File: src/rtl/pulse_stretch_pkg.sv
//------------------------------------------------------------------------------
// Module : pulse_stretch_pkg
// Brief  : Shared state encodings, default lengths and helpers for pulse_stretch.
// Rev    : 1.0 - initial release
//------------------------------------------------------------------------------
`default_nettype none

package pulse_stretch_pkg;

  typedef enum logic [1:0] {
    ST_IDLE = 2'd0,
    ST_ON   = 2'd1,
    ST_GAP  = 2'd2
  } state_e;

  localparam int DEF_ON_CYCLES  = 4;
  localparam int DEF_GAP_CYCLES = 2;
  localparam int DEF_PEND_W     = 2;

  function automatic int max_int(input int a, input int b);
    return (a > b) ? a : b;
  endfunction

endpackage

`default_nettype wire

File: src/rtl/pulse_stretch_cycle_timer.sv
//------------------------------------------------------------------------------
// Module : cycle_timer
// Brief  : Loadable down-counter that stops at zero; zero_o flags the final cycle.
// Rev    : 1.0 - initial release
//------------------------------------------------------------------------------
`default_nettype none

module cycle_timer #(
  parameter int W = 3
) (
  input  logic         clk_i,
  input  logic         rst_i,
  input  logic         load_i,
  input  logic [W-1:0] load_val_i,
  output logic         zero_o
);

  logic [W-1:0] count_q;
  logic [W-1:0] count_d;

  always_comb begin
    count_d = count_q;
    if (load_i) begin
      count_d = load_val_i;
    end else if (count_q != '0) begin
      count_d = count_q - 1'b1;
    end
  end

  always_ff @(posedge clk_i or posedge rst_i) begin
    if (rst_i) begin
      count_q <= '0;
    end else begin
      count_q <= count_d;
    end
  end

  assign zero_o = (count_q == '0);

endmodule

`default_nettype wire

File: src/rtl/pulse_stretch.sv
//------------------------------------------------------------------------------
// Module : pulse_stretch
// Brief  : Stretches single-cycle events into fixed-length LED flashes, queueing
//          events that arrive mid-flash. Optional sticky overflow flag when
//          PULSE_STRETCH_OVF_EN is defined.
// Rev    : 1.0 - initial release
//------------------------------------------------------------------------------
`default_nettype none

module pulse_stretch
  import pulse_stretch_pkg::*;
#(
  parameter int ON_CYCLES  = DEF_ON_CYCLES,
  parameter int GAP_CYCLES = DEF_GAP_CYCLES,
  parameter int PEND_W     = DEF_PEND_W
) (
  input  logic              clk_i,
  input  logic              rst_i,
  input  logic              pulse_i,
  output logic              led_o,
  output logic              busy_o,
  output logic [PEND_W-1:0] pending_o
`ifdef PULSE_STRETCH_OVF_EN
  ,
  output logic              ovf_o
`endif
);

  localparam int TW = $clog2(max_int(ON_CYCLES, GAP_CYCLES) + 1);
  localparam logic [TW-1:0]     ON_LOAD  = TW'(ON_CYCLES - 1);
  localparam logic [TW-1:0]     GAP_LOAD = TW'(GAP_CYCLES - 1);
  localparam logic [PEND_W-1:0] PEND_MAX = '1;

  state_e            state_q;
  logic              led_q;
  logic [PEND_W-1:0] pending_q;
  logic              t_load;
  logic [TW-1:0]     t_load_val;
  logic              t_zero;
  logic              pend_full;
  logic              gap_restart;

  assign pend_full   = (pending_q == PEND_MAX);
  assign gap_restart = t_zero && ((pending_q != '0) || pulse_i);

  always_comb begin
    t_load     = 1'b0;
    t_load_val = ON_LOAD;
    case (state_q)
      ST_IDLE: t_load = pulse_i;
      ST_ON: begin
        t_load     = t_zero;
        t_load_val = GAP_LOAD;
      end
      ST_GAP:  t_load = gap_restart;
      default: t_load = 1'b0;
    endcase
  end

  cycle_timer #(
    .W (TW)
  ) u_timer (
    .clk_i      (clk_i),
    .rst_i      (rst_i),
    .load_i     (t_load),
    .load_val_i (t_load_val),
    .zero_o     (t_zero)
  );

  always_ff @(posedge clk_i or posedge rst_i) begin
    if (rst_i) begin
      state_q   <= ST_IDLE;
      led_q     <= 1'b0;
      pending_q <= '0;
    end else begin
      case (state_q)
        ST_IDLE: begin
          if (pulse_i) begin
            state_q <= ST_ON;
            led_q   <= 1'b1;
          end
        end
        ST_ON: begin
          if (t_zero) begin
            state_q <= ST_GAP;
            led_q   <= 1'b0;
          end
          if (pulse_i && !pend_full) begin
            pending_q <= pending_q + 1'b1;
          end
        end
        ST_GAP: begin
          if (t_zero) begin
            if (gap_restart) begin
              state_q <= ST_ON;
              led_q   <= 1'b1;
            end else begin
              state_q <= ST_IDLE;
            end
            // A fresh event on the final gap cycle either starts the flash
            // itself or cancels the replay decrement.
            if (!pulse_i && (pending_q != '0)) begin
              pending_q <= pending_q - 1'b1;
            end
          end else if (pulse_i && !pend_full) begin
            pending_q <= pending_q + 1'b1;
          end
        end
        default: begin
          state_q <= ST_IDLE;
          led_q   <= 1'b0;
        end
      endcase
    end
  end

`ifdef PULSE_STRETCH_OVF_EN
  logic ovf_q;

  always_ff @(posedge clk_i or posedge rst_i) begin
    if (rst_i) begin
      ovf_q <= 1'b0;
    end else if (pulse_i && pend_full &&
                 ((state_q == ST_ON) || ((state_q == ST_GAP) && !t_zero))) begin
      ovf_q <= 1'b1;
    end
  end

  assign ovf_o = ovf_q;
`endif

  assign led_o     = led_q;
  assign busy_o    = (state_q != ST_IDLE);
  assign pending_o = pending_q;

endmodule

`default_nettype wire

File: config.mk
export PLATFORM = sky130hd
export DESIGN_NAME = pulse_stretch
export DESIGN_NICKNAME = d
export VERILOG_FILES = /design/src/rtl/pulse_stretch_pkg.sv /design/src/rtl/pulse_stretch_cycle_timer.sv /design/src/rtl/pulse_stretch.sv
export SDC_FILE = /design/constraint.sdc
export NUM_CORES = 1
export LEC_CHECK = 0
export CAP_MARGIN = 30
export CORE_AREA = 2 2 39 41
export CTS_BUF_LIST = sky130_fd_sc_hd__clkbuf_4 sky130_fd_sc_hd__clkbuf_8
export CTS_CLUSTER_SIZE = 8
export DETAILED_ROUTE_END_ITERATION = 6
export DIE_AREA = 0 0 41 43
export SLEW_MARGIN = 20
export SYNTH_ARGS = -nofsm -noshare
export SYNTH_HDL_FRONTEND = slang
export SYNTH_HIERARCHICAL = 1
export SYNTH_SLANG_ARGS = --single-unit
File: constraint.sdc
create_clock -name clk_i -period 2.1 [get_ports clk_i]
set_input_delay 0.63 -clock clk_i [delete_from_list [all_inputs] [get_ports clk_i]]
set_output_delay 0.63 -clock clk_i [all_outputs]
set_load 0.005 [all_outputs]
==> qor.log <==
qor: run_status.run_status completed
qor: yosys.synth.area.top_cells sky130_fd_sc_hd__dfrtp_1 35%, sky130_fd_sc_hd__ha_1 8.7%, sky130_fd_sc_hd__inv_1 7.1%
qor: timing.period_share 95.6%
qor: timing.final_max_slew_viol_count 0
qor: cts.ctsHoldBuffers 0
qor: routing.drtAntennaViolNets 0
qor: yosys.synth_seq_area_share 34.6%
qor: final_layout.diodes 0
qor: run.drv.max_cap_violation_count 0
qor: critical_path.critical_path_buf_inv_count 1
qor: power.p_per_area 1470 mW/mm^2
qor: critical_path.max_incr_delay_on_cp 0.45 ns
qor: timing.skew 0.000801 ns
qor: global_route.grt_pass1_vias 493
qor: global_route.global_route.overflow_total 0
qor: timing.whs 0.481 ns
qor: routing.vias_per_cell 5.01
qor: cts.cts_repair_resize_count 0
qor: yosys.post-synth-top-area-fraction 34.6%
qor: floorplan.chipWidth 41 um
qor: floorplan.floorplan.io_pins 7
qor: place.place.port_buffers 6
qor: place.cell_count_after_placement 87
qor: power.seqPwrFrac 28.7%
qor: critical_path.worstSetupPathType reg2out
qor: cts.clockBufferDepth 2
qor: yosys.synth-warning-count 6
qor: cts.ctsHtreeMaxLevel 1
qor: power.switching_share 38.3%
qor: routing.drt_iter0_markers 2
qor: critical_path.timing.critical_path.required 1.47 ns
qor: final_layout.layoutNonFillerInstCount 90
qor: final_layout.final_net_count 83
qor: yosys.yosys_register_bits 8
qor: floorplan.core_area 0.00138 mm^2
qor: yosys.synth_edf_count 0
qor: power.power.combinational.fraction 59.3%
qor: timing.fmax 498 MHz
qor: power.clkPwrFrac 11.9%
qor: yosys.synthDistinctLibCells 27
qor: place.placed_wire_length_estimate 815 um
qor: critical_path.critPathLaunchType flip-flop
qor: power.p_sw 387 uW
qor: worst_hold_path.timing.hold.worst.class reg2reg
qor: yosys.yosys.area.top_type sky130_fd_sc_hd__dfrtp_1
qor: yosys.post_synth_inst_count 63
qor: global_route.grt_usage 16.6%
qor: yosys.most_instantiated_flip_flop_cell_in_the_synthesis_netlist sky130_fd_sc_hd__dfrtp_1
qor: routing.wl 1050 um
qor: worst_hold_path.hold_depth 2
qor: critical_path.worst_path_cell_with_the_longest_stage_delay sky130_fd_sc_hd__clkdlybuf4s50_1
qor: power.vdd.ir_drop.worst 0.000541 V
qor: worst_hold_path.min-delay-start led_o
qor: final_layout.layout-area-overhead-vs-synth 19.0%
qor: timing.final_hold_fails 0
qor: cts.tritoncts yes
qor: routing.vias 451
qor: critical_path.critical-path-top-delay-family buffers and inverters
qor: yosys.async_flop_share 100%
qor: timing.rsz_0062_raised_after_global_routing no
qor: floorplan.fp.dieH 43 um
qor: final_layout.num-fill-cells 142
qor: critical_path.worstSetupStartpoint state_q[1]
qor: global_route.number_of_antenna_violations_at_the_first_check_in_global_routing 0
qor: routing.route.detailed.drc 0
qor: yosys.synthesis.area 578 um^2
qor: cts.post_cts_buffers 0
qor: critical_path.critical_path.cell_chain or2_2 -> clkdlybuf4s50_1
qor: timing.final_period_minus_worst_setup_slack 2.01 ns
qor: cts.cts_inserted_buffers 3
qor: global_route.pin_count_of_the_biggest_net_entering_global_routing 11
qor: routing.drt_pre_antenna_iters 2
qor: yosys.synthesized_nets 70
qor: cts.clock_sink_count 8
qor: critical_path.critical_path_cell_count 2
qor: critical_path.path_max_fanout 2
qor: global_route.grt_first_pass_wirelength 1920 um
qor: yosys.syn-mean-instance-area 9.18 um^2
qor: place.gp_congestion 0.677
qor: cts.clk_latency_worst_skew_pair 0.25 ns
qor: floorplan.die_area 0.00176 mm^2
qor: power.power.leakage 0.000324 uW
qor: critical_path.worst_setup_path_end_kind output pin
qor: routing.routedWlPerCell 11.7 um
qor: cts.clk_pin_slew_worst_paths 0.06 ns
qor: power.internal_power 624 uW
qor: critical_path.critical_path.reg2reg.startpoint u_timer/count_q[0]
qor: final_layout.post_route_cells_drive_above_1_share 14.9%
qor: critical_path.worst_r2r_path_depth 10
qor: cts.ctsRootBufferMaster sky130_fd_sc_hd__clkbuf_4
qor: floorplan.start_util 41.8%
qor: timing.finalSetupViolations 0
qor: floorplan.num_rows 14
qor: final_layout.post-route-util 49.7%
qor: critical_path.critical_path_arrival 1.38 ns
qor: critical_path.reg2reg_slack 0.21 ns
## worst min-delay path, stage by stage, from the launching register on
cell	delay, ns
sky130_fd_sc_hd__dfrtp_1	0.34
sky130_fd_sc_hd__nand2_1	0.04
sky130_fd_sc_hd__o21ai_0	0.06
## worst paths after layout
path / endpoint
max: busy_o
min: led_o
max reg2reg: u_timer/count_q[0]
min reg2reg: led_o
max in group asynchronous: led_o
min in group asynchronous: u_timer/count_q[0]
## cell type report
cell class                      instances  area [um^2]  share of cell area, %
Multi-Input combinational cell         42          314                   45.6
Timing Repair Buffer                   10         90.1                   13.1
Tap cell                               16         20.0                   2.91
Sequential cell                         8          200                   29.1
Inverter                               11         41.3                   6.00
Clock buffer                            3         22.5                   3.27
## Yosys cell counts, types with 2 or more instances
cell,number
sky130_fd_sc_hd__inv_1,11
sky130_fd_sc_hd__dfrtp_1,8
sky130_fd_sc_hd__o21ai_0,6
sky130_fd_sc_hd__ha_1,4
sky130_fd_sc_hd__nand2b_1,4
sky130_fd_sc_hd__nor2b_1,4
sky130_fd_sc_hd__a31oi_1,2
sky130_fd_sc_hd__buf_6,2
sky130_fd_sc_hd__conb_1,2
sky130_fd_sc_hd__nand2_1,2
sky130_fd_sc_hd__nor4b_1,2
## through the flow
stage	area, um^2	setup TNS [ns]	worst slack (ns)	power, uW
after detailed placement	666	-0.0939	-0.0599	900
final	688	0	0.0929	1010
after floorplan	578	0	0.224	720
after global routing	688	0	0.0385	1120
after CTS	688	0	0.0796	1030
after global placement	666	-0.0845	-0.0771	884
## metal layers
| metal | global-route usage [%] | vias up | share of wire [%] |
|---|---|---|---|
| met4 | 8.00 | 0 | 0.86 |
| met5 | 0 | - | 0 |
| met2 | 27.5 | 5 | 52 |
| li1 | - | 236 | - |
| met1 | 18.2 | 208 | 44 |
| met3 | 4.71 | 2 | 2.9 |
## placed cells by master, fill, tap and decap left out, types with 2 or more instances in the layout
| cell type | n |
|---|---|
| sky130_fd_sc_hd__nor4b_1 | 2 |
| sky130_fd_sc_hd__nand2b_1 | 4 |
| sky130_fd_sc_hd__buf_4 | 4 |
| sky130_fd_sc_hd__nand2_1 | 2 |
| sky130_fd_sc_hd__a31oi_1 | 2 |
| sky130_fd_sc_hd__nor2b_1 | 4 |
| sky130_fd_sc_hd__o21ai_0 | 6 |
| sky130_fd_sc_hd__clkdlybuf4s50_1 | 6 |
| sky130_fd_sc_hd__conb_1 | 2 |
| sky130_fd_sc_hd__clkbuf_4 | 3 |
| sky130_fd_sc_hd__dfrtp_1 | 8 |
| sky130_fd_sc_hd__ha_1 | 4 |
| sky130_fd_sc_hd__inv_1 | 10 |
## cells by family (layout without fill, tap and decap cells)
| kind of cell | count (synthesis) | after routing | share of synthesized area, % |
|---|---|---|---|
| buffers and inverters | 13 | 24 | 11.0 |
| flip-flops | 8 | 8 | 34.6 |
| multiplexers | 1 | 1 | 1.73 |
| adder cells (fa/ha/maj) | 4 | 4 | 8.66 |
| AND/OR/NAND/NOR | 18 | 18 | 21.9 |
| AO/OA/AOI/OAI | 15 | 15 | 17.8 |
| XOR/XNOR | 2 | 2 | 3.03 |
| other | 2 | 2 | 1.30 |
## flip-flops by register name (all words and copies together) (netlist names)
register / flops
led_o: 1
u_timer/count_q: 3
state_q: 2
pending_o: 2
## power groups by stage
stage / sequential, uW / combinational [uW] / clock, uW
after CTS: 292 / 610 / 128
after detailed placement: 294 / 607 / 0
after global routing: 301 / 684 / 137
after floorplan: 296 / 424 / 0
after global placement: 289 / 595 / 0
final: 290 / 600 / 121
Note: power is estimated with default switching activity, not from simulation.
==> variant: new RTL, config.mk and constraints unchanged <==
Encoding of `state_e`: now one-hot (3 bits for 3 states).
--- a/src/rtl/pulse_stretch_pkg.sv
+++ b/src/rtl/pulse_stretch_pkg.sv
@@ -7,10 +7,10 @@
 
 package pulse_stretch_pkg;
 
-  typedef enum logic [1:0] {
-    ST_IDLE = 2'd0,
-    ST_ON   = 2'd1,
-    ST_GAP  = 2'd2
+  typedef enum logic [2:0] {
+    ST_IDLE = 3'b001,
+    ST_ON   = 3'b010,
+    ST_GAP  = 3'b100
   } state_e;
 
   localparam int DEF_ON_CYCLES  = 4;
Formal check against the unedited RTL: same outputs for any inputs over 10 cycles, from zero or initial values and one cycle with rst_i high; not proved beyond that.
==> variant against the unedited design <==
Clock skew grew 0.63 ps; setup slack gained 52 ps; routed wire length grew 46%; via count grew 37%; total power grew 33%; sequential cell count grew 1; area after synthesis grew 16%; critical endpoint unchanged; final area grew 31%.
==> variant: results (changes against the unedited design) <==
Result of the run: finished clean (unchanged). The global-route track usage on met1 is 24.8% (was 18.2%). Leading post-synthesis cells by instance count: sky130_fd_sc_hd__inv_1 (10), sky130_fd_sc_hd__dfrtp_1 (8), sky130_fd_sc_hd__nand2b_1 (8), sky130_fd_sc_hd__nor2_1 (5) (was sky130_fd_sc_hd__inv_1 (11), sky130_fd_sc_hd__dfrtp_1 (8), sky130_fd_sc_hd__o21ai_0 (6)).

The data arrival time at the worst-slack endpoint is 1320 ps (was 1380 ps). The share of cell area taken by muxes after synthesis is 2.98% (was 1.73%). The static leakage power is 0.000432 uW (was 0.000324 uW).

The net count of the mapped netlist is 83 (was 70). The detailed-routing wirelength on met1 came to 698 um (was 466 um). The maximum clock skew at final layout came out at 1.43 ps (was 0.801 ps).

The combinational logic power is 879 uW (was 600 uW). The first-pass GRT wire length came out at 2480 um (was 1920 um). The fraction of power spent switching nets is 39.1% (was 38.3%).

The share of post-route cells with drive strength above 1 was 28.9% (was 14.9%). The detailed placer's ending HPWL came to 1090 um (was 815 um). The final weighted congestion in routability-driven placement came out at 0.651 (was 0.677). The clock network fraction of design power was 10.4% (was 11.9%). The routed wirelength normalized by instance count came to 13.6 um (was 11.7 um). The detailed-router iteration count before antenna repair came to 4 (was 2).

The biggest cell delay along the critical path is 550 ps (was 450 ps). The cell with the largest stage delay on the worst path is sky130_fd_sc_hd__dfstp_2 (was sky130_fd_sc_hd__clkdlybuf4s50_1). The placed instance count was 101 (was 87). The routed via count was 620 (was 451).

The number of DRC markers after the initial detailed-route iteration is 26 (was 2). The arithmetic-cell share of the synthesized area counting full adders, half adders and majority gates came out at 7.45% (was 8.66%). The number of stages on the worst hold path is 1 (was 2). The post-synthesis xor/xnor area fraction came out at 1.30% (was 3.03%). Leading cell types by total area after synthesis: sky130_fd_sc_hd__dfrtp_1 (30%), sky130_fd_sc_hd__ha_1 (7.4%), sky130_fd_sc_hd__nand2b_1 (7.4%) (was sky130_fd_sc_hd__dfrtp_1 (35%), sky130_fd_sc_hd__ha_1 (8.7%), sky130_fd_sc_hd__inv_1 (7.1%)). The post-route minimum period came out at 1950 ps (was 2010 ps). The largest fanout of any net on the critical path is 4 (was 2).

The routed wire length on met3 is 32 um (was 30 um). The met2 wire length came out at 786 um (was 546 um).
variant: cell types whose count changed after synthesis, sizes merged, moves of 3 or more:
| cell | before | now |
|---|---|---|
| a21oi | 1 | 4 |
| nand2b | 5 | 8 |
| nor2 | 0 | 5 |
| o21ai | 6 | 2 |
variant: logic make-up after synthesis:
family	count (synthesis)
other	2
XOR/XNOR	1
AND/OR/NAND/NOR	28
buffers and inverters	12
adder cells (fa/ha/maj)	4
multiplexers	2
AO/OA/AOI/OAI	18
flip-flops	9
variant: layout make-up:
cell class,count,area [um^2]
repair buffers,19,159
multi-input cells,55,428
well taps,16,20.0
fillers,123,483
inverters,10,37.5
clock buffers,4,30.0
flip-flops and latches,9,226
variant: worst register-to-register path, delay by kind of cell (launching register included):
family	cells	cell delay, ps
fa+ha+maj	1	210
simple gates	3	270
flops	1	400
compound gates	3	760
buf+inv	2	230
variant: repair_timing:
action	in CTS	in global routing
buffers inserted	6	2
hold endpoints to repair	0	0
endpoints found under the setup margin	2	2
pin swaps	1	1
gates resized for setup	4	4
hold buffers	0	0
variant: worst paths after layout:
path                       slack, ps                from                 end
max in group asynchronous       1230               rst_i          state_q[0]
min                              520               led_o               led_o
max                              150          state_q[0]              busy_o
max reg2reg                      150  u_timer/count_q[0]  u_timer/count_q[0]
min reg2reg                      520               led_o               led_o
min in group asynchronous        580               rst_i  u_timer/count_q[1]
variant: metrics by stage:
stage	utilization [%]	hold slack (ps)	total power [uW]	cell area, um^2
finish	65.1	521	1340	901
CTS	62.5	533	1280	865
global route	65.1	553	1450	901
floorplan	-	384	777	672
detailed placement	56.3	520	1010	779
global placement	56.3	502	996	779
